## src/rtl/jtag_master_if.sv

```systemverilog
// Command/status bundle between a host and jtag_master.
interface jtag_master_if;
    logic        start;
    logic [1:0]  op;
    logic [4:0]  len;
    logic [31:0] din;
    logic        busy;
    logic        done;
    logic [31:0] dout;

    modport master (output start, output op, output len, output din,
                    input busy, input done, input dout);
    modport slave  (input start, input op, input len, input din,
                    output busy, output done, output dout);
endinterface

```

## src/rtl/jtag_master.sv

```systemverilog
// JTAG master: runs TAP reset, IR scan and DR scan sequences with a clk-derived TCK
// and captures TDO bits into dout.
module jtag_master #(
    parameter int DIV     = 2,
    parameter int TDO_LAT = 1
) (
    input  logic         clk,
    input  logic         rst_n,
    jtag_master_if.slave cmd,
    output logic         TCK,
    output logic         TMS,
    output logic         TDI,
    input  logic         TDO
);
    typedef enum logic [2:0] {IDLE, RST_SEQ, HDR, SHIFT, POST, FIN} state_t;

    localparam logic [7:0] DIV_LAST = 8'(DIV - 1);
    localparam logic [5:0] LAT      = 6'(TDO_LAT);

    state_t      state_r, state_nx_s;
    logic [7:0]  div_cnt_r;
    logic [4:0]  bit_cnt_r, bit_nx_s, len_r;
    logic [5:0]  edge_cnt_r, cap_off_s;
    logic [31:0] din_r, dout_r;
    logic        tck_r, tms_r, tdi_r, busy_r, done_r, is_ir_r;
    logic        accept_s, active_s, rise_s, period_end_s, load_s, ir_s;
    logic        tms_nx_s, tdi_nx_s, cap_en_s;

    // TMS level for period idx of a stepping state.
    function automatic logic tms_for(state_t st, logic [4:0] idx, logic ir, logic [4:0] n_m1);
        logic v;
        case (st)
            RST_SEQ: v = (idx < 5'd5);
            HDR:     v = ir ? (idx < 5'd2) : (idx == 5'd0);
            SHIFT:   v = (idx == n_m1);
            POST:    v = (idx == 5'd0);
            default: v = 1'b0;
        endcase
        return v;
    endfunction

    function automatic logic [4:0] last_idx(state_t st, logic ir, logic [4:0] n_m1);
        logic [4:0] v;
        case (st)
            RST_SEQ: v = 5'd5;
            HDR:     v = ir ? 5'd3 : 5'd2;
            SHIFT:   v = n_m1;
            POST:    v = 5'd1;
            default: v = 5'd0;
        endcase
        return v;
    endfunction

    function automatic state_t next_seq(state_t st);
        state_t v;
        case (st)
            HDR:     v = SHIFT;
            SHIFT:   v = POST;
            default: v = FIN;
        endcase
        return v;
    endfunction

    assign active_s     = (state_r == RST_SEQ) || (state_r == HDR) ||
                          (state_r == SHIFT) || (state_r == POST);
    assign rise_s       = active_s && !tck_r && (div_cnt_r == DIV_LAST);
    assign period_end_s = active_s && tck_r && (div_cnt_r == DIV_LAST);
    assign load_s       = accept_s || period_end_s;
    assign tms_nx_s     = tms_for(state_nx_s, bit_nx_s, ir_s, len_r);
    assign tdi_nx_s     = (state_nx_s == SHIFT) ? din_r[bit_nx_s] : 1'b0;

    // Edge index relative to the first SHIFT rise, shifted back by the target latency.
    assign cap_off_s = edge_cnt_r - LAT;
    assign cap_en_s  = rise_s && ((state_r == SHIFT) || (state_r == POST)) &&
                       (edge_cnt_r >= LAT) && (cap_off_s <= {1'b0, len_r});

    // Next-state and period-index decode.
    always_comb begin
        state_nx_s = state_r;
        bit_nx_s   = bit_cnt_r;
        ir_s       = is_ir_r;
        accept_s   = 1'b0;
        case (state_r)
            IDLE: begin
                ir_s = (cmd.op == 2'd1);
                if (cmd.start && (cmd.op != 2'd3)) begin
                    accept_s   = 1'b1;
                    state_nx_s = (cmd.op == 2'd0) ? RST_SEQ : HDR;
                    bit_nx_s   = 5'd0;
                end else begin
                    state_nx_s = IDLE;
                end
            end
            RST_SEQ, HDR, SHIFT, POST: begin
                if (period_end_s && (bit_cnt_r == last_idx(state_r, is_ir_r, len_r))) begin
                    state_nx_s = next_seq(state_r);
                    bit_nx_s   = 5'd0;
                end else if (period_end_s) begin
                    bit_nx_s = bit_cnt_r + 5'd1;
                end else begin
                    bit_nx_s = bit_cnt_r;
                end
            end
            FIN:     state_nx_s = IDLE;
            default: state_nx_s = IDLE;
        endcase
    end

    // State and period index registers.
    always_ff @(posedge clk or negedge rst_n) begin
        if (!rst_n) begin
            state_r   <= IDLE;
            bit_cnt_r <= 5'd0;
        end else begin
            state_r   <= state_nx_s;
            bit_cnt_r <= bit_nx_s;
        end
    end

    // TCK phase generator: DIV clks low, then DIV clks high.
    always_ff @(posedge clk or negedge rst_n) begin
        if (!rst_n) begin
            tck_r     <= 1'b0;
            div_cnt_r <= 8'd0;
        end else if (!active_s) begin
            tck_r     <= 1'b0;
            div_cnt_r <= 8'd0;
        end else if (div_cnt_r == DIV_LAST) begin
            tck_r     <= ~tck_r;
            div_cnt_r <= 8'd0;
        end else begin
            div_cnt_r <= div_cnt_r + 8'd1;
        end
    end

    // TMS/TDI update only at the start of a low phase.
    always_ff @(posedge clk or negedge rst_n) begin
        if (!rst_n) begin
            tms_r <= 1'b1;
            tdi_r <= 1'b0;
        end else if (load_s) begin
            tms_r <= tms_nx_s;
            tdi_r <= tdi_nx_s;
        end
    end

    // Command latch.
    always_ff @(posedge clk or negedge rst_n) begin
        if (!rst_n) begin
            len_r   <= 5'd0;
            din_r   <= 32'd0;
            is_ir_r <= 1'b0;
        end else if (accept_s) begin
            len_r   <= cmd.len;
            din_r   <= cmd.din;
            is_ir_r <= (cmd.op == 2'd1);
        end
    end

    // TDO capture; a RESET command leaves dout untouched.
    always_ff @(posedge clk or negedge rst_n) begin
        if (!rst_n) begin
            dout_r     <= 32'd0;
            edge_cnt_r <= 6'd0;
        end else begin
            if (accept_s && (cmd.op != 2'd0)) begin
                dout_r <= 32'd0;
            end else if (cap_en_s) begin
                dout_r[cap_off_s[4:0]] <= TDO;
            end
            if ((state_r == HDR) && (state_nx_s == SHIFT)) begin
                edge_cnt_r <= 6'd0;
            end else if (rise_s && ((state_r == SHIFT) || (state_r == POST))) begin
                edge_cnt_r <= edge_cnt_r + 6'd1;
            end
        end
    end

    // Status outputs follow the next state so they line up with it.
    always_ff @(posedge clk or negedge rst_n) begin
        if (!rst_n) begin
            busy_r <= 1'b0;
            done_r <= 1'b0;
        end else begin
            busy_r <= (state_nx_s == RST_SEQ) || (state_nx_s == HDR) ||
                      (state_nx_s == SHIFT) || (state_nx_s == POST);
            done_r <= (state_nx_s == FIN);
        end
    end

    assign TCK       = tck_r;
    assign TMS       = tms_r;
    assign TDI       = tdi_r;
    assign cmd.busy  = busy_r;
    assign cmd.done  = done_r;
    assign cmd.dout  = dout_r;
endmodule

```

## src/flat_wrapper.sv

```systemverilog
// flat-port wrapper written by rule: the top's interface ports become plain ports
module jtag_master_flat 
#(
    parameter int DIV     = 2,
    parameter int TDO_LAT = 1
)
  (clk, rst_n, TCK, TMS, TDI, TDO, cmd_start, cmd_op, cmd_len, cmd_din, cmd_busy, cmd_done, cmd_dout);
  jtag_master_if cmd_i ();
  input  logic clk;
  input  logic rst_n;
  output logic TCK;
  output logic TMS;
  output logic TDI;
  input  logic TDO;
  input wire logic [$bits(cmd_i.start)-1:0] cmd_start;
  input wire logic [$bits(cmd_i.op)-1:0] cmd_op;
  input wire logic [$bits(cmd_i.len)-1:0] cmd_len;
  input wire logic [$bits(cmd_i.din)-1:0] cmd_din;
  output wire logic [$bits(cmd_i.busy)-1:0] cmd_busy;
  output wire logic [$bits(cmd_i.done)-1:0] cmd_done;
  output wire logic [$bits(cmd_i.dout)-1:0] cmd_dout;
  assign cmd_i.start = cmd_start;
  assign cmd_i.op = cmd_op;
  assign cmd_i.len = cmd_len;
  assign cmd_i.din = cmd_din;
  assign cmd_busy = cmd_i.busy;
  assign cmd_done = cmd_i.done;
  assign cmd_dout = cmd_i.dout;
  jtag_master #(.DIV(DIV), .TDO_LAT(TDO_LAT)) u_core (.clk(clk), .rst_n(rst_n), .cmd(cmd_i), .TCK(TCK), .TMS(TMS), .TDI(TDI), .TDO(TDO));
endmodule
```

## config.mk

```make
export PLATFORM = sky130hd
export DESIGN_NAME = jtag_master_flat
export DESIGN_NICKNAME = d
export VERILOG_FILES = /design/src/rtl/jtag_master_if.sv /design/src/rtl/jtag_master.sv /design/src/flat_wrapper.sv
export SDC_FILE = /design/constraint.sdc
export NUM_CORES = 1
export LEC_CHECK = 0
export CORE_MARGIN = 1.5
export CORE_UTILIZATION = 25
export DETAILED_ROUTE_END_ITERATION = 6
export PLACE_DENSITY = 0.46
export SETUP_SLACK_MARGIN = 0.02
export SLEW_MARGIN = 20
export SYNTH_ARGS = -nofsm -noshare
export SYNTH_HDL_FRONTEND = slang
export SYNTH_SLANG_ARGS = --single-unit
```

## constraint.sdc

```tcl
create_clock -name clk -period 4.4 [get_ports clk]
set_clock_uncertainty 0.2 [all_clocks]
set_input_delay 0.88 -clock clk [delete_from_list [all_inputs] [get_ports clk]]
set_output_delay 0.88 -clock clk [all_outputs]
set_load 0.005 [all_outputs]
```

==> results.py <==
metrics = {
    "floorplanning": {
        "initial_utilization_pct": 25.33,
        "coreArea_um2": 20960,
        "die-width_um": 148.7,
        "rows": 53,
        "top_level_ports": 80,
        "chipHeight_um": 148.7,
        "die_area_um2": 22110,
    },
    "clock_network": {
        "cts.clk_slew.worst_paths_ps": 70,
        "count_of_hold_buffers_inserted_by_post_cts_repair": 0,
        "numCtsBuffers": 9,
        "clockBufferDepth": 2,
        "worst_skew_pair.late_latency_ps": 350,
        "clock_tree_from_tritoncts": "built",
        "tritoncts_num_sinks": 97,
        "cts_setup_buffers": 0,
        "ctsHtreeMaxLevel": 3,
        "cell_at_the_root_of_the_clock_tree": "sky130_fd_sc_hd__clkbuf_16",
        "post_cts_resize_count": 0,
    },
    "synthesis": {
        "synth-edff-count": 0,
        "synth.distinct_cells": 67,
        "async_flop_share_pct": 100.0,
        "synth-warning-count": 0,
        "yosys_most_used_dff": "sky130_fd_sc_hd__dfrtp_1",
        "synth-seq-area-share_pct": 45.76,
        "ys_top_cells_by_area": "sky130_fd_sc_hd__dfrtp_1 (45%), sky130_fd_sc_hd__mux2_2 (7.9%), sky130_fd_sc_hd__nand2_1 (4.6%)",
        "ys_ff_latch": 97,
        "synth.cell_area_um2": 5308,
        "synth_nets": 603,
        "yosys.area.top_type": "sky130_fd_sc_hd__dfrtp_1",
        "synthesis.instances": 547,
        "syn-mean-instance-area_um2": 9.703,
        "netlist.area_leader.share_pct": 45.26,
    },
    "finish": {
        "final_core_util_pct": 31.75,
        "area_growth_syn_to_layout_pct": 25.37,
        "post_route_cells_drive_above_1_share_pct": 12.88,
        "antennaDiodeCount": 0,
        "layout.cell_area.non_filler_um2": 6654,
        "fill_cells": 2189,
        "nets": 672,
    },
    "timing": {
        "finalWorstSetupSlack_ps": 705.8,
        "tightestPinTransition_ps": 845.5,
        "report.final.setup_viol": 0,
        "max_freq_ghz": 0.2707,
        "finalMaxSlewViolations": 0,
        "timing.max_slew.rel_slack_pct": 43.25,
        "final_min_period_over_clock_period_pct": 83.96,
        "final.min_clock_period_ps": 3694,
        "report.final.hold_viol_count": 0,
        "grt_setup_unrepaired": "false",
        "totalNegativeSetupSlack_ps": 0,
    },
    "placed_design": {
        "dpl_worst_slack_ps": 525.2,
        "globalplace.congestion": 0.8371,
        "dpl-instance-area_um2": 6361,
        "port_buffers": 79,
        "dpl.hpwl_um": 10550,
    },
    "routing": {
        "drt.antenna.violating_nets": 0,
        "drc_errors": 0,
        "initialDrtViolationCount": 226,
        "detailroute.via_count": 4389,
        "wl_per_cell_um": 16.08,
        "detail_route.wirelength_um": 14410,
        "viasPerCell": 4.898,
        "first_pass_iters": 5,
    },
    "worst_hold_path": {
        "hold-path-cell-count": 1,
        "worst_hold_startpoint": "u_core.din_r[16]",
        "hold_path_class": "flip-flop to flip-flop",
    },
    "power_and_ir_drop": {
        "total_power_of_the_final_layout_mw": 1.756,
        "power_density_nw_per_um2": 263.9,
        "p_leak_nw": 2.789,
        "peakVddDrop_mv": 0.2030,
    },
    "global_route": {
        "grt_max_degree": 49,
        "antenna_found_initial": 0,
        "grt_pass1_wl_um": 23690,
        "overall_routing_resource_usage_pct": 13.59,
        "global_route.overflow_total": 0,
        "first_global_vias": 4504,
    },
    "setup_path": {
        "timing.critical_path.required_ps": 4420,
        "end_kind": "flip-flop",
        "worstSetupStartpoint": "u_core.edge_cnt_r[0]",
        "timing.critical_path.from_type": "flip-flop",
        "timing.setup.critical_path_class": "flip-flop to flip-flop",
        "r2r.worst_path.cells": 13,
        "critical_path_peak_fanout": 12,
        "worstReg2RegStart": "u_core.edge_cnt_r[0]",
        "arrival_time_of_data_at_the_critical_path_endpoint_ps": 3720,
    },
    "status": {
        "status": "complete, no violations",
    },
    "job": {
        "maxCapViolations": 0,
    },
}
==> synth_stat cells, drive strengths merged (5+ instances only) <==
cell type   n
dfrtp      96
nand2      65
nand3      41
a21oi      37
mux2       37
nor2       33
o21ai      23
inv        20
and3       14
buf        14
a211oi     13
clkbuf     13
ha         13
xnor2      13
nand4      12
xor2       12
mux2i      10
nor3        9
o21a        6
a311oi      5
a32oi       5
nand2b      5
==> metal layers <==
metal	share of wire (%)	up-vias	global-route usage, %	wire [um]
met2	48	92	22.33	6986
met5	0	-	0	0
met3	3.8	14	2.577	546
li1	-	2094	-	-
met4	1.6	0	4.356	232
met1	46	2189	18.00	6646
==> logic make-up after synthesis <==
group / count (synthesis) / synth area share (%)
adder cells (fa/ha/maj): 13 / 3.065
buffers and inverters: 47 / 3.795
flip-flops: 97 / 45.76
XOR/XNOR: 25 / 4.125
AND/OR/NAND/NOR: 206 / 19.85
multiplexers: 47 / 9.736
AO/OA/AOI/OAI: 112 / 13.67
==> registers in the layout, summed over array words and instances (netlist names) <==
register           flops
u_core.TDI             1
u_core.din_r          32
u_core.is_ir_r         1
u_core.len_r           5
u_core.cmd.dout       32
u_core.bit_cnt_r       5
u_core.cmd.done        1
u_core.state_r         3
u_core.TCK             1
u_core.div_cnt_r       8
u_core.TMS             1
u_core.edge_cnt_r      6
u_core.cmd.busy        1
==> metrics by stage <==
stage / hold WS, ps / cells
floorplan: 267.8 / 547
global placement: 296.9 / 880
detailed placement: 294.6 / 880
CTS: 310.9 / 896
global route: 325.7 / 896
finish: 306.1 / 896
==> where the power goes <==
group,switching [mW],internal (mW)
clock network,0.369,0.425
registers,0.000757,0.892
logic,0.0318,0.0371
total,0.402,1.35
==> cell type report <==
cell class | count | area, um2 | share of cell area (%)
clock buffer | 11 | 252.7 | 3.798
tap | 275 | 344.1 | 5.171
inverter | 20 | 75.07 | 1.128
clock inverter | 5 | 45.04 | 0.6769
multi-input combinational | 403 | 2680 | 40.28
sequential | 97 | 2429 | 36.50
timing repair buffer | 85 | 828.3 | 12.45
==> critical path, stage by stage, from the launching register on <==
cell                       delay [ps]
sky130_fd_sc_hd__dfrtp_1          520
sky130_fd_sc_hd__inv_1            130
sky130_fd_sc_hd__ha_1             250
sky130_fd_sc_hd__xnor2_1          190
sky130_fd_sc_hd__inv_1            150
sky130_fd_sc_hd__ha_1             310
sky130_fd_sc_hd__o21a_1           110
sky130_fd_sc_hd__o21a_1           160
sky130_fd_sc_hd__o21a_1           160
sky130_fd_sc_hd__o22ai_1          360
sky130_fd_sc_hd__and3_1           490
sky130_fd_sc_hd__and4bb_2         300
sky130_fd_sc_hd__mux2i_1          180
sky130_fd_sc_hd__nor2_1            50
==> cell usage in the layout, fill, tap and decap left out, types with 7 or more instances in the layout <==
master,netlist,routed
sky130_fd_sc_hd__nand4_1,11,11
sky130_fd_sc_hd__and3_1,14,14
sky130_fd_sc_hd__o21ai_0,19,19
sky130_fd_sc_hd__a21oi_1,36,36
sky130_fd_sc_hd__ha_1,13,13
sky130_fd_sc_hd__nand2_1,65,65
sky130_fd_sc_hd__mux2i_1,10,10
sky130_fd_sc_hd__nor2_1,32,31
sky130_fd_sc_hd__xnor2_1,13,13
sky130_fd_sc_hd__nor3_1,9,9
sky130_fd_sc_hd__mux2_2,37,37
sky130_fd_sc_hd__clkbuf_16,0,9
sky130_fd_sc_hd__nand3_1,41,41
sky130_fd_sc_hd__buf_4,2,7
sky130_fd_sc_hd__clkdlybuf4s50_1,0,77
sky130_fd_sc_hd__a211oi_1,13,13
sky130_fd_sc_hd__inv_1,17,17
sky130_fd_sc_hd__dfrtp_1,96,96
sky130_fd_sc_hd__xor2_1,12,12
==> path summary, 6_finish.rpt <==
path	endpoint	slack [ps]
setup / recovery	u_core.cmd.dout[3]	710
hold / removal	u_core.din_r[16]	310
setup reg to reg	u_core.cmd.dout[3]	710
hold reg to reg	u_core.din_r[16]	310
max in group asynchronous	u_core.cmd.dout[18]	2760
min in group asynchronous	u_core.cmd.dout[9]	320
No activity file was read; power rests on OpenSTA's default activity.
